==> config.mk <==
export PLATFORM = sky130hd
export DESIGN_NAME = secure_frv_masked_and_pipe
export DESIGN_NICKNAME = d
export VERILOG_FILES = /design/src/rtl/secure_frv_masked_pkg.sv /design/src/rtl/secure_frv_dom_term.sv /design/src/rtl/secure_frv_masked_and_pipe.sv
export SDC_FILE = /design/constraint.sdc
export NUM_CORES = 1
export LEC_CHECK = 0
export ABC_AREA = 1
export CAP_MARGIN = 40
export CORE_AREA = 2 2 139 174
export CTS_CLUSTER_DIAMETER = 40
export DETAILED_ROUTE_END_ITERATION = 8
export DIE_AREA = 0 0 141 176
export GPL_TIMING_DRIVEN = 1
export PLACE_DENSITY = 0.71
export SYNTH_ARGS = -nofsm -noshare
export SYNTH_HDL_FRONTEND = slang
export SYNTH_SLANG_ARGS = --single-unit
==> constraint.sdc <==
create_clock -name g_clk -period 1.3 [get_ports g_clk]
set_input_delay 0.26 -clock g_clk [delete_from_list [all_inputs] [get_ports g_clk]]
set_output_delay 0.26 -clock g_clk [all_outputs]
set_load 0.05 [all_outputs]
==> src/rtl/secure_frv_masked_pkg.sv <==
`default_nettype none
// ============================================================================
// Module      : secure_frv_masked_pkg
// Description : Shared sizing and slicing helpers for the masked datapath.
//               Share s of a BIT_WIDTH-wide operand lives at [s*BW +: BW];
//               random pair k lives at [k*BW +: BW].
// Revision    : 1.0 - initial release
// ============================================================================
package secure_frv_masked_pkg;

  // Number of Boolean shares for masking order d.
  function automatic int n_shares(input int d);
    return d + 1;
  endfunction

  // Random bits needed per operand bit: one per unordered share pair.
  function automatic int n_rand(input int d);
    return (d * (d + 1)) / 2;
  endfunction

  // Width of the randomness port; never zero, so order 0 still has a legal port.
  function automatic int rand_width(input int d, input int bw);
    return (d == 0) ? 1 : n_rand(d) * bw;
  endfunction

  // Index of the random word shared by cross terms (i,j) and (j,i).
  function automatic int pair_idx(input int i, input int j, input int n);
    int lo;
    int hi;
    lo = (i < j) ? i : j;
    hi = (i < j) ? j : i;
    return lo * n - (lo * (lo + 1)) / 2 + (hi - lo - 1);
  endfunction

  function automatic int share_lsb(input int s, input int bw);
    return s * bw;
  endfunction

  function automatic int rand_lsb(input int k, input int bw);
    return k * bw;
  endfunction

endpackage
`default_nettype wire

==> src/rtl/secure_frv_dom_term.sv <==
`default_nettype none
// ============================================================================
// Module      : secure_frv_dom_term
// Description : One DOM-indep cross-domain term register:
//               term <= (a_share & b_share) ^ mask on load, 0 on zeroise.
//               The register is the glitch barrier between share domains.
// Ports       : g_clk, g_resetn (async, active low), i_load, i_zeroise,
//               i_a_share, i_b_share, i_mask [BIT_WIDTH], o_term [BIT_WIDTH]
// Revision    : 1.0 - initial release
// ============================================================================
module secure_frv_dom_term #(
  parameter int BIT_WIDTH = 32
) (
  input  logic                 g_clk,
  input  logic                 g_resetn,
  input  logic                 i_load,
  input  logic                 i_zeroise,
  input  logic [BIT_WIDTH-1:0] i_a_share,
  input  logic [BIT_WIDTH-1:0] i_b_share,
  input  logic [BIT_WIDTH-1:0] i_mask,
  output logic [BIT_WIDTH-1:0] o_term
);

  logic [BIT_WIDTH-1:0] r_term;

  always_ff @(posedge g_clk or negedge g_resetn) begin
    if (!g_resetn) begin
      r_term <= '0;
    end else if (i_load) begin
      r_term <= (i_a_share & i_b_share) ^ i_mask;
    end else if (i_zeroise) begin
      r_term <= '0;
    end
  end

  assign o_term = r_term;

endmodule
`default_nettype wire

==> src/rtl/secure_frv_masked_and_pipe.sv <==
`default_nettype none
// ============================================================================
// Module      : secure_frv_masked_and_pipe
// Description : Order-D masked AND (DOM-indep), N=D+1 shares, two-stage
//               valid/ready pipeline with backpressure and clock-enable stall.
//               Stage 1: N*N term registers. Stage 2: per-share XOR compression.
// Ports       : g_clk, g_resetn (async, active low), clk_en,
//               a_i/b_i [N*BW] shares, rnd_i [L*BW or 1], valid_i, ready_o,
//               q_o [N*BW] result shares, valid_o, ready_i
// Config      : SECURE_FRV_MASKED_AND_ZEROISE_EN - when defined, stage-1 and
//               output data registers clear as their stage empties.
// Revision    : 1.0 - initial release
// ============================================================================
module secure_frv_masked_and_pipe
  import secure_frv_masked_pkg::*;
#(
  parameter  int D         = 1,
  parameter  int BIT_WIDTH = 32,
  localparam int N_SHARES  = n_shares(D),
  localparam int N_RAND    = n_rand(D),
  localparam int RND_W     = rand_width(D, BIT_WIDTH)
) (
  input  logic                          g_clk,
  input  logic                          g_resetn,
  input  logic                          clk_en,
  input  logic [N_SHARES*BIT_WIDTH-1:0] a_i,
  input  logic [N_SHARES*BIT_WIDTH-1:0] b_i,
  input  logic [RND_W-1:0]              rnd_i,
  input  logic                          valid_i,
  output logic                          ready_o,
  output logic [N_SHARES*BIT_WIDTH-1:0] q_o,
  output logic                          valid_o,
  input  logic                          ready_i
);

  logic                                   r_v1;
  logic                                   r_v2;
  logic [N_SHARES*BIT_WIDTH-1:0]          r_q;
  logic [N_SHARES*N_SHARES*BIT_WIDTH-1:0] w_term;
  logic [N_SHARES*BIT_WIDTH-1:0]          w_q_next;
  logic                                   w_accept;
  logic                                   w_advance;
  logic                                   w_complete;
  logic                                   w_zero_s1;
  logic                                   w_zero_s2;

  // Stage 1 may take a new operand when it is empty or when its content moves on.
  assign ready_o    = !r_v1 || !r_v2 || ready_i;
  assign w_accept   = valid_i && ready_o && clk_en;
  assign w_advance  = r_v1 && (!r_v2 || ready_i) && clk_en;
  assign w_complete = r_v2 && ready_i && clk_en;

`ifdef SECURE_FRV_MASKED_AND_ZEROISE_EN
  // Clear data exactly on the cycle a stage drains without being refilled.
  assign w_zero_s1 = w_advance && !w_accept;
  assign w_zero_s2 = w_complete && !w_advance;
`else
  assign w_zero_s1 = 1'b0;
  assign w_zero_s2 = 1'b0;
`endif

  // Stage-1 term array: t[i][j] at flat index (i*N + j).
  for (genvar gi = 0; gi < N_SHARES; gi++) begin : g_row
    for (genvar gj = 0; gj < N_SHARES; gj++) begin : g_col
      logic [BIT_WIDTH-1:0] w_mask;

      if (gi == gj) begin : g_diag
        assign w_mask = '0;
      end else begin : g_cross
        // (i,j) and (j,i) consume the same random word so it cancels in the XOR of all shares.
        localparam int c_k = pair_idx(gi, gj, N_SHARES);
        assign w_mask = rnd_i[rand_lsb(c_k, BIT_WIDTH) +: BIT_WIDTH];
      end

      secure_frv_dom_term #(
        .BIT_WIDTH (BIT_WIDTH)
      ) u_term (
        .g_clk     (g_clk),
        .g_resetn  (g_resetn),
        .i_load    (w_accept),
        .i_zeroise (w_zero_s1),
        .i_a_share (a_i[share_lsb(gi, BIT_WIDTH) +: BIT_WIDTH]),
        .i_b_share (b_i[share_lsb(gj, BIT_WIDTH) +: BIT_WIDTH]),
        .i_mask    (w_mask),
        .o_term    (w_term[(gi*N_SHARES + gj)*BIT_WIDTH +: BIT_WIDTH])
      );
    end
  end

  if (N_RAND == 0) begin : g_no_rand
    // Order 0 has no cross terms; the one-bit randomness port is ignored.
    logic w_unused_rnd;
    assign w_unused_rnd = ^rnd_i;
  end

  // Stage-2 compression: only registered terms meet here, one output share per row.
  always_comb begin
    w_q_next = '0;
    for (int s = 0; s < N_SHARES; s++) begin
      for (int j = 0; j < N_SHARES; j++) begin
        w_q_next[s*BIT_WIDTH +: BIT_WIDTH] = w_q_next[s*BIT_WIDTH +: BIT_WIDTH]
                                           ^ w_term[(s*N_SHARES + j)*BIT_WIDTH +: BIT_WIDTH];
      end
    end
  end

  always_ff @(posedge g_clk or negedge g_resetn) begin
    if (!g_resetn) begin
      r_v1 <= 1'b0;
      r_v2 <= 1'b0;
    end else if (clk_en) begin
      if (w_accept) begin
        r_v1 <= 1'b1;
      end else if (w_advance) begin
        r_v1 <= 1'b0;
      end
      if (w_advance) begin
        r_v2 <= 1'b1;
      end else if (w_complete) begin
        r_v2 <= 1'b0;
      end
    end
  end

  always_ff @(posedge g_clk or negedge g_resetn) begin
    if (!g_resetn) begin
      r_q <= '0;
    end else if (w_advance) begin
      r_q <= w_q_next;
    end else if (w_zero_s2) begin
      r_q <= '0;
    end
  end

  assign q_o     = r_q;
  assign valid_o = r_v2;

endmodule
`default_nettype wire

==> results.md <==
- CP endpoint kind: primary output
- Max-slew violation count: 0
- Failing checks: setup timing
- Clock latency at the later pin of the worst-skew pair: 0.45 ns
- Pleak: 8.16 nW
- Highest achievable clock rate: 0.664 GHz
- Yosys warnings: 0
- Critical path required time: 1.04 ns
- Layout Nets: 1947
- Largest net degree at the start of global routing: 56
- Most used cell, CP: buf_12
- Detailed-route DRC error count: 0
- Final GP Congestion: 0.807
- Status: finished with violations
- Core Region: 23000 um^2
- CTS tree: yes
- EDFF count, synth: 0
- First-pass GRT wire length: 46500 um
- Routed vias/inst: 4.91
- Cell chain of the critical path: nand3_4 > buf_12 > buf_12
- Worst path bufs/invs: 2
- Simple-gate portion of the synthesized area: 44.0%
- Finished Core Util: 65.3%
- Synth Instances: 1513
- GR Overflow Total: 0
- Delay-heaviest family, CP: flip-flops
- Distinct cells, synth: 13
- Final WS setup: -0.206 ns
- CTS Sinks: 194
- Minimum clock period: 1.51 ns
- Die width: 141 um
- Avg WL per Cell: 14.8 um
- Synth Flop Type: dfrtp_1
- Post-DP HPWL: 20100 um
- Post-synthesis xor/xnor area fraction: 0%
- Final period utilization: 116%
- Max incr delay on CP: 0.41 ns
- WP data arrival: 1.25 ns
- ANT nets after route: 0
- Vias in the first global route: 9778
- Cell Area, Placed: 13800 um^2
- Async SR Flop Fraction: 100%
- Most frequent cell after synthesis: nand2_1
- Adder-Cell Fraction of Synth Area: 0%
- Mux contribution to synthesized area: 0%
- Total Routing Usage GR: 23.5%
- Row Count: 62
- Post-Route WL: 30800 um
- Area Growth Syn to Fin: 46.4%
- Die height: 176 um
- Yosys top cell area share: 47.3%
- Final setup viols: 76
- Skew final: 0.0116 ns
- Final Instance Area: 15000 um^2
- Drt pass-1 iters: 5
- RSZ-0062 raised after global routing: yes
- Die area: 24800 um^2
- Cell count after placement: 2009
- Compound-Gate Fraction of Synth Area: 0.146%
- Detailed Route Iter0 Violations: 639
- Post-synthesis sequential area ratio: 47.3%
- Nature of the critical path startpoint: register
- Final Hold Viols: 0
- Initial Util: 44.6%
- Synth area leader: dfrtp_1
- Initial antenna violation count: 0
- Max FO, Critical Path: 4
- Netlist Area Pre-Place: 10300 um^2
- Register bit total from synthesis: 194
- Cell Count, Final, Fillers Out: 2082
- IO Port Bufs: 230
- Via count: 10224
- Power density cells: 1690 nW/um^2
- Slowest cell on crit path: dfrtp_2
- Top cells by count, synth: nand2_1 (901), dfrtp_1 (194), inv_1 (164), nand3_1 (130), nand3b_1 (64)
- Max_cap viols: 0
- # IOs: 231
- Synth area leaders: dfrtp_1 (47%), nand2_1 (33%), nand3_1 (6.3%)
- Diode count: 0
- Post-synthesis area per instance: 6.79 um^2
- Power, Total: 0.0254 W
- Worst Tran Pin Value: 0.330 ns
- Layout cell share with drive strength beyond 1: 10.5%
- Fillers: 1954
- Syn nets: 1678
- Worst hold slack: 0.290 ns
- Largest family of logic cells by synthesized area: simple AND/OR/NAND/NOR gates
- Worst hold-check path type: in -> async
- Clock Pin Slew Worst Setup and Hold Paths: 0.07 ns
- H-tree levels: 4
- Slew Limit Headroom: 78.0%
- Num CTS Buffers: 17
- Max Root-Sink Buffers: 2
- CTS root buffer: clkbuf_16
- Setup CP Type: reg -> out
- Peak supply drop: 1200 uV
-- worst register-to-register path, stage by stage, from the launching register on --
cell	delay [ns]
dfrtp_2	0.44
buf_4	0.16
a21oi_4	0.16
buf_12	0.18
buf_6	0.14
clkbuf_16	0.13
nand3_1	0.07
nand2_1	0.08
-- final cells by class --
type / instances / area, um^2 / area share, %
inverters: 164 / 618 / 4.11
clock buffers: 17 / 425 / 2.83
flip-flops and latches: 194 / 4860 / 32.3
multi-input cells: 1101 / 4620 / 30.7
repair buffers: 304 / 4030 / 26.8
well taps: 288 / 360 / 2.40
clock inverters: 14 / 124 / 0.823
-- layer usage --
layer / up-vias / wire (um) / track usage, %
li1: 5121 / - / -
met4: 0 / 744 / 7.63
met3: 46 / 1940 / 4.58
met2: 312 / 15700 / 41.8
met1: 4745 / 12300 / 28.6
met5: - / 0 / 0
-- what timing repair did --
| action | in CTS | in global routing |
|---|---|---|
| hold endpoints to repair | 25 | 0 |
| cloned | 0 | 15 |
| hold buffers | 1 | 0 |
| buffers inserted | 9 | 18 |
| gates resized for setup | 9 | 16 |
| setup endpoints to repair | 24 | 191 |
| pin swaps | 1 | 3 |
-- registers in the layout (all words and copies together) (netlist names) --
register / cells
valid_o: 1
q_o: 64
r_v1: 1
g_row.g_col.u_term.o_term: 128
-- logic make-up after synthesis --
group	after synthesis
AND/OR/NAND/NOR	1097
flip-flops	194
buffers and inverters	219
AO/OA/AOI/OAI	3
-- path summary, 6_finish.rpt --
check                                                   startpoint                             endpoint  slack [ns]  cells past startpoint
min in group g_clk                                         a_i[15]  g_row[0].g_col[0].u_term.o_term[15]        0.49                      4
worst max register to register                             valid_o                              q_o[49]       -0.11                      7
worst max-delay path                                       valid_o                              ready_o       -0.21                      3
worst min register to register  g_row[0].g_col[0].u_term.o_term[6]   g_row[0].g_col[0].u_term.o_term[6]        0.49                      2
worst min-delay path                                      g_resetn                              q_o[34]        0.29                      2
max in group asynchronous                                 g_resetn                              q_o[44]        0.43                      3
-- where the power goes --
part	total [W]	switching, W	internal (W)
combinational	0.0114	0.00601	0.00540
clock	0.00501	0.00251	0.00250
sequential	0.00897	0.00148	0.00749
-- placed cells by master, fill, tap and decap left out, types with 4 or more instances in the layout --
| cell type | count |
|---|---|
| nand2_2 | 4 |
| nand3_1 | 125 |
| nand3_2 | 4 |
| buf_4 | 34 |
| nand3b_1 | 64 |
| clkdlybuf4s50_1 | 163 |
| buf_6 | 5 |
| clkbuf_16 | 28 |
| inv_1 | 162 |
| dfrtp_1 | 191 |
| buf_12 | 86 |
| nand2_1 | 896 |
| clkinv_4 | 5 |
-- metrics by stage --
step | setup TNS, ns | worst slack [ns]
4_1_cts | -1.38 | -0.209
5_1_grt | -12.70 | -0.244
3_3_place_gp | -60.24 | -0.391
2_1_floorplan | 0 | 0.0135
3_5_place_dp | -64.29 | -0.394
6_report | -3.07 | -0.206
Note: power is estimated with default switching activity, not from simulation.
